[config.mk]
export PLATFORM = sky130hd
export DESIGN_NAME = mult_sequencer
export DESIGN_NICKNAME = d
export VERILOG_FILES = /design/src/rtl/mult_seq_pkg.sv /design/src/rtl/mult_seq_dp.sv /design/src/rtl/mult_sequencer.sv
export SDC_FILE = /design/constraint.sdc
export NUM_CORES = 1
export LEC_CHECK = 0
export BUFFER_PORTS_ARGS = -buffer_cell sky130_fd_sc_hd__buf_2
export CORE_MARGIN = 2
export CORE_UTILIZATION = 45
export CTS_BUF_LIST = sky130_fd_sc_hd__clkbuf_8
export CTS_CLUSTER_SIZE = 12
export DETAILED_ROUTE_END_ITERATION = 12
export PLACE_DENSITY = 0.68
export SLEW_MARGIN = 10
export SYNTH_ARGS = -nofsm -noshare
export SYNTH_HDL_FRONTEND = slang
export SYNTH_SLANG_ARGS = --single-unit
[constraint.sdc]
create_clock -name clk -period 6.7 [get_ports clk]
set_input_delay 2.01 -clock clk [delete_from_list [all_inputs] [get_ports clk]]
set_output_delay 2.01 -clock clk [all_outputs]
set_load 0.005 [all_outputs]
[src/rtl/mult_seq_pkg.sv]
//==============================================================================
// Module      : mult_seq_pkg
// Description : Shared types and constants for the iterative shift-add
//               multiply sequencer (state encoding, default operand width).
// Revision    : 1.0 - initial release
//==============================================================================
`default_nettype none

package mult_seq_pkg;

    localparam int DEFAULT_WIDTH = 32;

    // Sequencer states; FIX is only reachable when MULT_SIGNED_EN is defined
    typedef enum logic [1:0] {
        IDLE = 2'b00,
        RUN  = 2'b01,
        FIX  = 2'b10,
        DONE = 2'b11
    } state_t;

endpackage

`default_nettype wire

[src/rtl/mult_seq_dp.sv]
//==============================================================================
// Module      : mult_seq_dp
// Description : Multiply datapath: product register, (W+1)-bit partial-product
//               adder with carry-keeping right shift, optional sign fix-up,
//               and the HI/LO result registers.
//               Optional feature macro: MULT_SIGNED_EN (signed multiply).
// Revision    : 1.0 - initial release
//==============================================================================
`default_nettype none

module mult_seq_dp
    import mult_seq_pkg::*;
#(
    parameter int WIDTH = DEFAULT_WIDTH
) (
    input  logic             clk,
    input  logic             reset,
    input  logic             load,
    input  logic             step,
    input  logic             fix,
    input  logic             capture,
    input  logic [WIDTH-1:0] op_a,
    input  logic [WIDTH-1:0] op_b,
    output logic [WIDTH-1:0] hi,
    output logic [WIDTH-1:0] lo
);

    logic [2*WIDTH-1:0] p;
    logic [2*WIDTH-1:0] p_nxt;
    logic [WIDTH-1:0]   mcand;
    logic [WIDTH:0]     sum;
    logic [WIDTH-1:0]   a_in;
    logic [WIDTH-1:0]   b_in;
    logic               negate;

`ifdef MULT_SIGNED_EN
    logic neg;

    // Operands are multiplied as magnitudes; the most negative value maps to
    // 2^(W-1), which is still correct when read as unsigned
    assign a_in   = op_a[WIDTH-1] ? (~op_a + WIDTH'(1)) : op_a;
    assign b_in   = op_b[WIDTH-1] ? (~op_b + WIDTH'(1)) : op_b;
    assign negate = fix & neg;
`else
    assign a_in   = op_a;
    assign b_in   = op_b;
    // The unsigned build never enters FIX, so no negation ever happens
    assign negate = fix & 1'b0;
`endif

    // Next product value: load, one shift-add step, or two's-complement fix-up
    always_comb begin
        sum   = p[0] ? ({1'b0, p[2*WIDTH-1:WIDTH]} + {1'b0, mcand})
                     : {1'b0, p[2*WIDTH-1:WIDTH]};
        p_nxt = p;
        if (load) begin
            p_nxt = {{WIDTH{1'b0}}, b_in};
        end else if (step) begin
            p_nxt = {sum, p[WIDTH-1:1]};
        end else if (negate) begin
            p_nxt = ~p + (2*WIDTH)'(1);
        end
    end

    // Product/multiplicand registers; HI/LO only change on the edge into DONE
    always_ff @(posedge clk or posedge reset) begin
        if (reset) begin
            p     <= '0;
            mcand <= '0;
            hi    <= '0;
            lo    <= '0;
`ifdef MULT_SIGNED_EN
            neg   <= 1'b0;
`endif
        end else begin
            p <= p_nxt;
            if (load) begin
                mcand <= a_in;
`ifdef MULT_SIGNED_EN
                neg   <= op_a[WIDTH-1] ^ op_b[WIDTH-1];
`endif
            end
            if (capture) begin
                hi <= p_nxt[2*WIDTH-1:WIDTH];
                lo <= p_nxt[WIDTH-1:0];
            end
        end
    end

endmodule

`default_nettype wire

[src/rtl/mult_sequencer.sv]
//==============================================================================
// Module      : mult_sequencer
// Description : Iterative shift-add multiply sequencer owning the HI/LO
//               result registers. One partial-product step per clock, result
//               written with a one-cycle hiWrite/loWrite strobe.
//               Optional feature macro: MULT_SIGNED_EN (signed multiply).
// Revision    : 1.0 - initial release
//==============================================================================
`default_nettype none

module mult_sequencer
    import mult_seq_pkg::*;
#(
    parameter int WIDTH = DEFAULT_WIDTH
) (
    input  logic             clk,
    input  logic             reset,
    input  logic             start,
    input  logic [WIDTH-1:0] op_a,
    input  logic [WIDTH-1:0] op_b,
    output logic             busy,
    output logic             done,
    output logic             hiWrite,
    output logic             loWrite,
    output logic [WIDTH-1:0] hi,
    output logic [WIDTH-1:0] lo
);

    localparam int CNT_W = (WIDTH > 1) ? $clog2(WIDTH) : 1;

    state_t           state;
    logic [CNT_W-1:0] count;
    logic             last_iter;
    logic             dp_load;
    logic             dp_step;
    logic             dp_fix;
    logic             dp_capture;

    assign last_iter = (count == CNT_W'(WIDTH - 1));
    assign dp_load   = (state == IDLE) && start;
    assign dp_step   = (state == RUN);
    assign dp_fix    = (state == FIX);

`ifdef MULT_SIGNED_EN
    assign dp_capture = dp_fix;
`else
    assign dp_capture = dp_step && last_iter;
`endif

    assign hiWrite = done;
    assign loWrite = done;

    // Control FSM with Moore-registered busy/done
    always_ff @(posedge clk or posedge reset) begin
        if (reset) begin
            state <= IDLE;
            count <= '0;
            busy  <= 1'b0;
            done  <= 1'b0;
        end else begin
            case (state)
                IDLE: begin
                    if (start) begin
                        state <= RUN;
                        count <= '0;
                        busy  <= 1'b1;
                    end
                end
                RUN: begin
                    count <= count + CNT_W'(1);
                    if (last_iter) begin
`ifdef MULT_SIGNED_EN
                        state <= FIX;
`else
                        state <= DONE;
                        done  <= 1'b1;
`endif
                    end
                end
                FIX: begin
                    state <= DONE;
                    done  <= 1'b1;
                end
                DONE: begin
                    state <= IDLE;
                    busy  <= 1'b0;
                    done  <= 1'b0;
                end
                default: begin
                    state <= IDLE;
                    busy  <= 1'b0;
                    done  <= 1'b0;
                end
            endcase
        end
    end

    mult_seq_dp #(
        .WIDTH (WIDTH)
    ) u_dp (
        .clk     (clk),
        .reset   (reset),
        .load    (dp_load),
        .step    (dp_step),
        .fix     (dp_fix),
        .capture (dp_capture),
        .op_a    (op_a),
        .op_b    (op_b),
        .hi      (hi),
        .lo      (lo)
    );

endmodule

`default_nettype wire

==> impl_metrics.json, run 1 <==
{
  "worst_pin_slew_ns": 0.9022,
  "critical_path_arrival_ns": 3.74,
  "crit_fanout": 54,
  "globalRoute.totalOverflow": 0,
  "number_of_global_route_vias_before_repair": 6952,
  "synthesis.instances": 916,
  "cp_num_buf_inv": 2,
  "cts.repair.resized": 0,
  "min_period_over_period_pct": 50.37,
  "antenna_found_initial": 2,
  "worstSkewPairLatency_ns": 0.48,
  "met3RoutedLength_um": 1120,
  "route.vias.total": 6965,
  "netlist.top_cell.by_area": "dfrtp_1",
  "asyncSetResetFlopFracSynth_pct": 100.0,
  "critical-path-max-stage-delay_ns": 0.66,
  "drv_slew": 0,
  "achievable-frequency_ghz": 0.2963,
  "critPathSlowestCell": "nand3_1",
  "clock_path_buffers": 2,
  "worst_ep_required_time_ns": 7.07,
  "synthesis.yosys.warnings": 0,
  "maxCapViolations": 0,
  "cts_tree": "done",
  "post_synth_num_cell_types": 62,
  "run_status": "complete, no violations",
  "peakVddDrop_v": 0.0001826,
  "syn_to_final_growth_pct": 14.46,
  "ys_dominant_reg_cell": "dfrtp_1",
  "timing.critical_path.to_type": "flop",
  "grt_first_pass_wirelength_um": 33800,
  "wl_per_cell_um": 15.55,
  "die_x_um": 144.6,
  "routed.top_layer": "met5",
  "antenna-diode-count": 0,
  "cts.sinks": 169,
  "synth.cell_area_um2": 8897,
  "power.density_nw_per_um2": 499.5,
  "cts_root_buffer": "clkbuf_8",
  "tritoncts.num_buffers": 17,
  "combinational_power_share_pct": 53.8,
  "postRouteAntennaNets": 0,
  "power_switching_mw": 2.321,
  "worst-setup-path-type": "primary input to flop",
  "design.portCount": 135,
  "power.internal_mw": 2.766,
  "synth.ff_latch_count": 169,
  "avgSynthCellArea_um2": 9.713,
  "setup.worst_path.start_class": "primary input",
  "fin_total_pwr_mw": 5.087,
  "swShare_pct": 45.62,
  "grt_max_degree": 89,
  "worst_setup_hold_path_clk_slew_ns": 0.09,
  "final_cell_mix": "192 x nand2_1, 168 x dfrtp_1, 134 x buf_2",
  "drt_pass1_iterations": 5,
  "drt_drc_violations_left": 0,
  "io_buffer_count": 134,
  "power.clock.fraction_pct": 14.8,
  "final_layout_size_suffix_gt1_share_pct": 22.16,
  "final.setup_skew_ns": 0.01561,
  "edff_count_synth": 0,
  "wire_length_the_detailed_router_placed_on_met1_um": 9431,
  "synth_sequential_area_ratio_pct": 47.53,
  "via_per_inst": 5.345,
  "die_area_um2": 20910,
  "worst_path_dominant_cell_family": "simple AND/OR/NAND/NOR gates",
  "timing.final.setup_violations": 0,
  "wl_met2_um": 9457,
  "floorplan.rows": 51,
  "grt.total_usage_pct": 20.36,
  "yosysTopAreaCellShare_pct": 47.53,
  "clock_tree.htree_level_count": 4,
  "holdCritPathClass": "flop to flop",
  "worstPathCellList": "buf_2 > nand2_1 > buf_4 > nand3_1 > o211ai_1",
  "rsz0062_at_grt": "false",
  "design.final.nets": 1132,
  "power.static_leakage_nw": 4.600,
  "sequentialPowerShare_pct": 31.4,
  "min_period_ns": 3.375,
  "hold_violations": 0,
  "most_frequent_standard_cell_in_the_layout_excluding_fill_and_tap_cells": "nand2_1",
  "synth.top_cells.by_area": "dfrtp_1 48%, nand2_1 8.1%, mux2i_1 6.0%",
  "ctsHoldBuffers": 0,
  "initial_utilization_pct": 45.72,
  "setup-tns-final_ns": 0,
  "slew_headroom_pct": 39.85,
  "dpl.hpwl_um": 13950,
  "drt_iter0_drc": 364,
  "floorplan.die.height_um": 144.6,
  "mappedNetlistNets": 1023,
  "finalWeightedCongestion": 0.8664,
  "core-area_um2": 19460,
  "cts_setup_buffers": 0,
  "postRouteWirelength_um": 20260
}
## path summary, 6_finish.rpt
check | start | end | slack [ns] | depth (start not counted)
min in group asynchronous | reset | u_dp.lo[16] | 1.56 | 2
max in group asynchronous | reset | u_dp.hi[21] | 3.88 | 3
worst max register to register | u_dp.p[32] | u_dp.hi[27] | 3.75 | 11
worst min-delay path | u_dp.hi[21] | u_dp.hi[21] | 0.48 | 2
worst max-delay path | start | u_dp.hi[24] | 3.32 | 5
worst min register to register | u_dp.hi[21] | u_dp.hi[21] | 0.48 | 2
## cells by family (layout without fill, tap and decap cells)
family	after synthesis	after routing	synth area share (%)
AND/OR/NAND/NOR	284	284	13.49
buffers and inverters	69	191	3.037
AO/OA/AOI/OAI	245	245	17.75
adder cells (fa/ha/maj)	40	40	5.709
XOR/XNOR	20	20	1.969
flip-flops	169	169	47.53
multiplexers	89	89	10.52
## power by group through the flow
stage	clock (mW)	combinational (mW)	sequential [mW]
global placement	0	2.67	1.61
finish	0.751	2.74	1.60
floorplan	0	2.24	1.52
CTS	0.770	2.74	1.60
detailed placement	0	2.73	1.61
global route	0.808	3.11	1.64
## stage by stage
stage	cell area (um2)	hold slack, ns	worst slack [ns]	cells	util (%)
after detailed placement	9773	0.4667	2.766	1271	50.22
after CTS	10180	0.4876	3.276	1303	52.32
after floorplan	8897	0.4523	0.1149	916	-
after global routing	10180	0.5100	3.064	1303	52.32
after global placement	9773	0.4566	2.830	1271	50.22
final	10180	0.4791	3.325	1303	52.32
## state kept, by name, indices dropped and copies added (netlist names)
| signal | cells |
|---|---|
| busy | 1 |
| count | 5 |
| done | 1 |
| state | 2 |
| u_dp.hi | 32 |
| u_dp.lo | 32 |
| u_dp.mcand | 32 |
| u_dp.p | 64 |
## Yosys cell counts, drive strengths merged, types with 10 or more instances
library cell / instances
dfrtp: 169
a21oi: 56
clkbuf: 41
o21ai: 107
xnor2: 12
buf: 10
a21o: 10
inv: 18
ha: 39
nand3: 12
nand2: 193
nand2b: 13
a211oi: 12
mux2i: 53
nor2: 33
mux2: 36
## tightest hold or removal path: cells and delay by family (launching register included)
family           cells  cell delay, ns
AO/OA/AOI/OAI        1            0.06
flip-flops           1            0.35
AND/OR/NAND/NOR      1            0.04
## area by class of cell
cell class | count | area (um2)
fill | 1808 | 9279
sequential | 169 | 4230
clock buffer | 17 | 234.0
inverter | 18 | 72.57
tap | 265 | 331.6
clock inverter | 15 | 176.4
timing repair buffer | 141 | 723.2
multi-input combinational | 678 | 4415
## routing by layer
layer	GRT usage [%]	vias up
li1	-	3442
met1	26.53	3362
met2	33.08	131
met3	6.391	26
met4	5.212	4
met5	0	-
Note: power is estimated with default switching activity, not from simulation.
==> run 2: changes to the inputs <==
==> constraint.sdc (replaced) <==
create_clock -name clk -period 2.9 [get_ports clk]
set_input_delay 0.87 -clock clk [delete_from_list [all_inputs] [get_ports clk]]
set_output_delay 0.87 -clock clk [all_outputs]
set_load 0.005 [all_outputs]
==> run 2 against run 1 <==
Compared with the run above:
- count of clock-buffer cells in the layout did not move
- critical path type is now flop to flop
- clock power rose by 140%
- total power rose by 140%
- global-route usage rose by 0.19 points
- critical path depth increased by 6
- largest cell class unchanged
- combinational power grew 140%
- register-to-register slack worse by 3.6 ns
- die area did not move
- clock skew grew 0.0034 ns
==> impl_metrics.json, run 2 (same netlist as run 1, synthesis figures left out) <==
{
  "run_status": "complete, no violations",
  "antenna_found_initial": 2,
  "achievable-frequency_ghz": 0.3652,
  "setup.worst_path.start_class": "flop",
  "clock_path_buffers": 2,
  "min_period_over_period_pct": 94.42,
  "route.vias.total": 7042,
  "largest_reg_flops": 64,
  "timing.critical_path.to_type": "flop",
  "most_frequent_standard_cell_in_the_layout_excluding_fill_and_tap_cells": "nand2_1",
  "setup-tns-final_ns": 0,
  "peakVddDrop_v": 0.0004887,
  "design.final.nets": 1148,
  "clock_tree.htree_level_count": 4,
  "timing.final.setup_violations": 0,
  "initial_utilization_pct": 45.72,
  "via_per_inst": 5.339,
  "maxCapViolations": 0,
  "pre_cts_ws_ns": 0.1367,
  "grt_first_pass_wirelength_um": 33930,
  "min_period_ns": 2.738,
  "fillers": 1763,
  "floorplan.die.height_um": 144.6,
  "die_x_um": 144.6,
  "design.portCount": 135,
  "cts_root_buffer": "clkbuf_8",
  "drt_iter0_drc": 345,
  "cts_tree": "done",
  "power.density_nw_per_um2": 1155,
  "syn_to_final_growth_pct": 17.51,
  "io_buffer_count": 134,
  "dpl.hpwl_um": 14790,
  "antenna-diode-count": 0,
  "drt_pass1_iterations": 5,
  "placed_cell_area_um2": 9965,
  "worst-setup-path-type": "flop to flop",
  "worst_pin_slew_ns": 0.6366,
  "worstSkewPairLatency_ns": 0.49,
  "hold_violations": 0,
  "critical-path-max-stage-delay_ns": 0.42,
  "core-area_um2": 19460,
  "critical_path_arrival_ns": 3.09,
  "die_area_um2": 20910,
  "holdCritPathClass": "primary input to async pin",
  "worstPathCellList": "ha_1 > inv_1 > fa_1 > nor2b_1 > o211ai_2 > a31oi_4 > o31ai_2 > a2111oi_4 > nor2_1 > a311oi_2 > a21oi_1",
  "floorplan.rows": 51,
  "setup_slack_ns": 0.1618,
  "critPathSlowestCell": "a2111oi_4",
  "postRouteAntennaNets": 0,
  "fin_area_um2": 10460,
  "wl_per_cell_um": 15.74,
  "regMostFlops": "u_dp.p",
  "fin_total_pwr_mw": 12.08,
  "placedCellCount": 1285,
  "final.setup_skew_ns": 0.01899,
  "postRouteWirelength_um": 20770,
  "worst_path_dominant_cell_family": "compound AO/OA/AOI/OAI gates",
  "final_layout_size_suffix_gt1_share_pct": 23.53,
  "worst_setup_hold_path_clk_slew_ns": 0.12,
  "drt_drc_violations_left": 0,
  "drv_slew": 0,
  "number_of_global_route_vias_before_repair": 6827,
  "grt.total_usage_pct": 20.56,
  "tritoncts.num_buffers": 17,
  "worst_ep_required_time_ns": 3.25,
  "finalWeightedCongestion": 0.9659,
  "final_cell_mix": "192 x nand2_1, 168 x dfrtp_1, 134 x buf_2",
  "layout.cells.non_filler": 1319,
  "slew_headroom_pct": 57.56,
  "power.static_leakage_nw": 4.723,
  "cp_num_buf_inv": 1,
  "globalRoute.totalOverflow": 0,
  "cts.sinks": 169,
  "crit_fanout": 5,
  "grt_max_degree": 85,
  "ctsHoldBuffers": 0
}
==> run 2: power by group <==
group / internal, mW / switching (mW) / total [mW] / leakage [nW]
Clock: 0.706 / 1.13 / 1.83 / 0.222
Combinational: 2.67 / 3.85 / 6.52 / 2.50
Sequential: 3.12 / 0.605 / 3.72 / 2.00
Total: 6.49 / 5.59 / 12.1 / 4.72
==> run 2: area by class of cell <==
cell class / instances / area, um2 / area share [%]
Clock buffer: 17 / 234.0 / 2.238
Clock inverter: 15 / 224.0 / 2.142
Inverter: 18 / 71.32 / 0.6821
Multi-Input combinational cell: 678 / 4433 / 42.40
Sequential cell: 169 / 4230 / 40.46
Tap cell: 265 / 331.6 / 3.171
Timing Repair Buffer: 157 / 930.9 / 8.904
==> run 2: through the flow <==
step / hold slack (ns) / util [%]
final: 0.4358 / 53.72
after global routing: 0.4497 / 53.72
after CTS: 0.4277 / 53.55
after detailed placement: 0.4630 / 51.20
after global placement: 0.4556 / 51.20
after floorplan: 0.4523 / -
==> run 2: worst paths after layout <==
check | from | endpoint | slack (ns) | cells after the start
max | u_dp.p[32] | u_dp.p[57] | 0.16 | 11
min | reset | u_dp.hi[6] | 0.44 | 2
max reg2reg | u_dp.p[32] | u_dp.p[57] | 0.16 | 11
min reg2reg | u_dp.hi[17] | u_dp.hi[17] | 0.48 | 2
max in group asynchronous | reset | u_dp.hi[25] | 1.87 | 3
min in group clk | u_dp.hi[17] | u_dp.hi[17] | 0.48 | 2
==> run 2: metal layers <==
layer | share of wire [%] | up-vias | GRT usage (%)
li1 | - | 3491 | -
met1 | 46 | 3347 | 26.76
met2 | 46 | 171 | 33.23
met3 | 6.3 | 31 | 5.927
met4 | 1.8 | 2 | 6.490
met5 | 0.077 | - | 0
==> run 2: repair_timing <==
item | in CTS | in global routing
setup buffers | 0 | 2
gates resized for setup | 0 | 3
setup endpoints to repair | 0 | 11
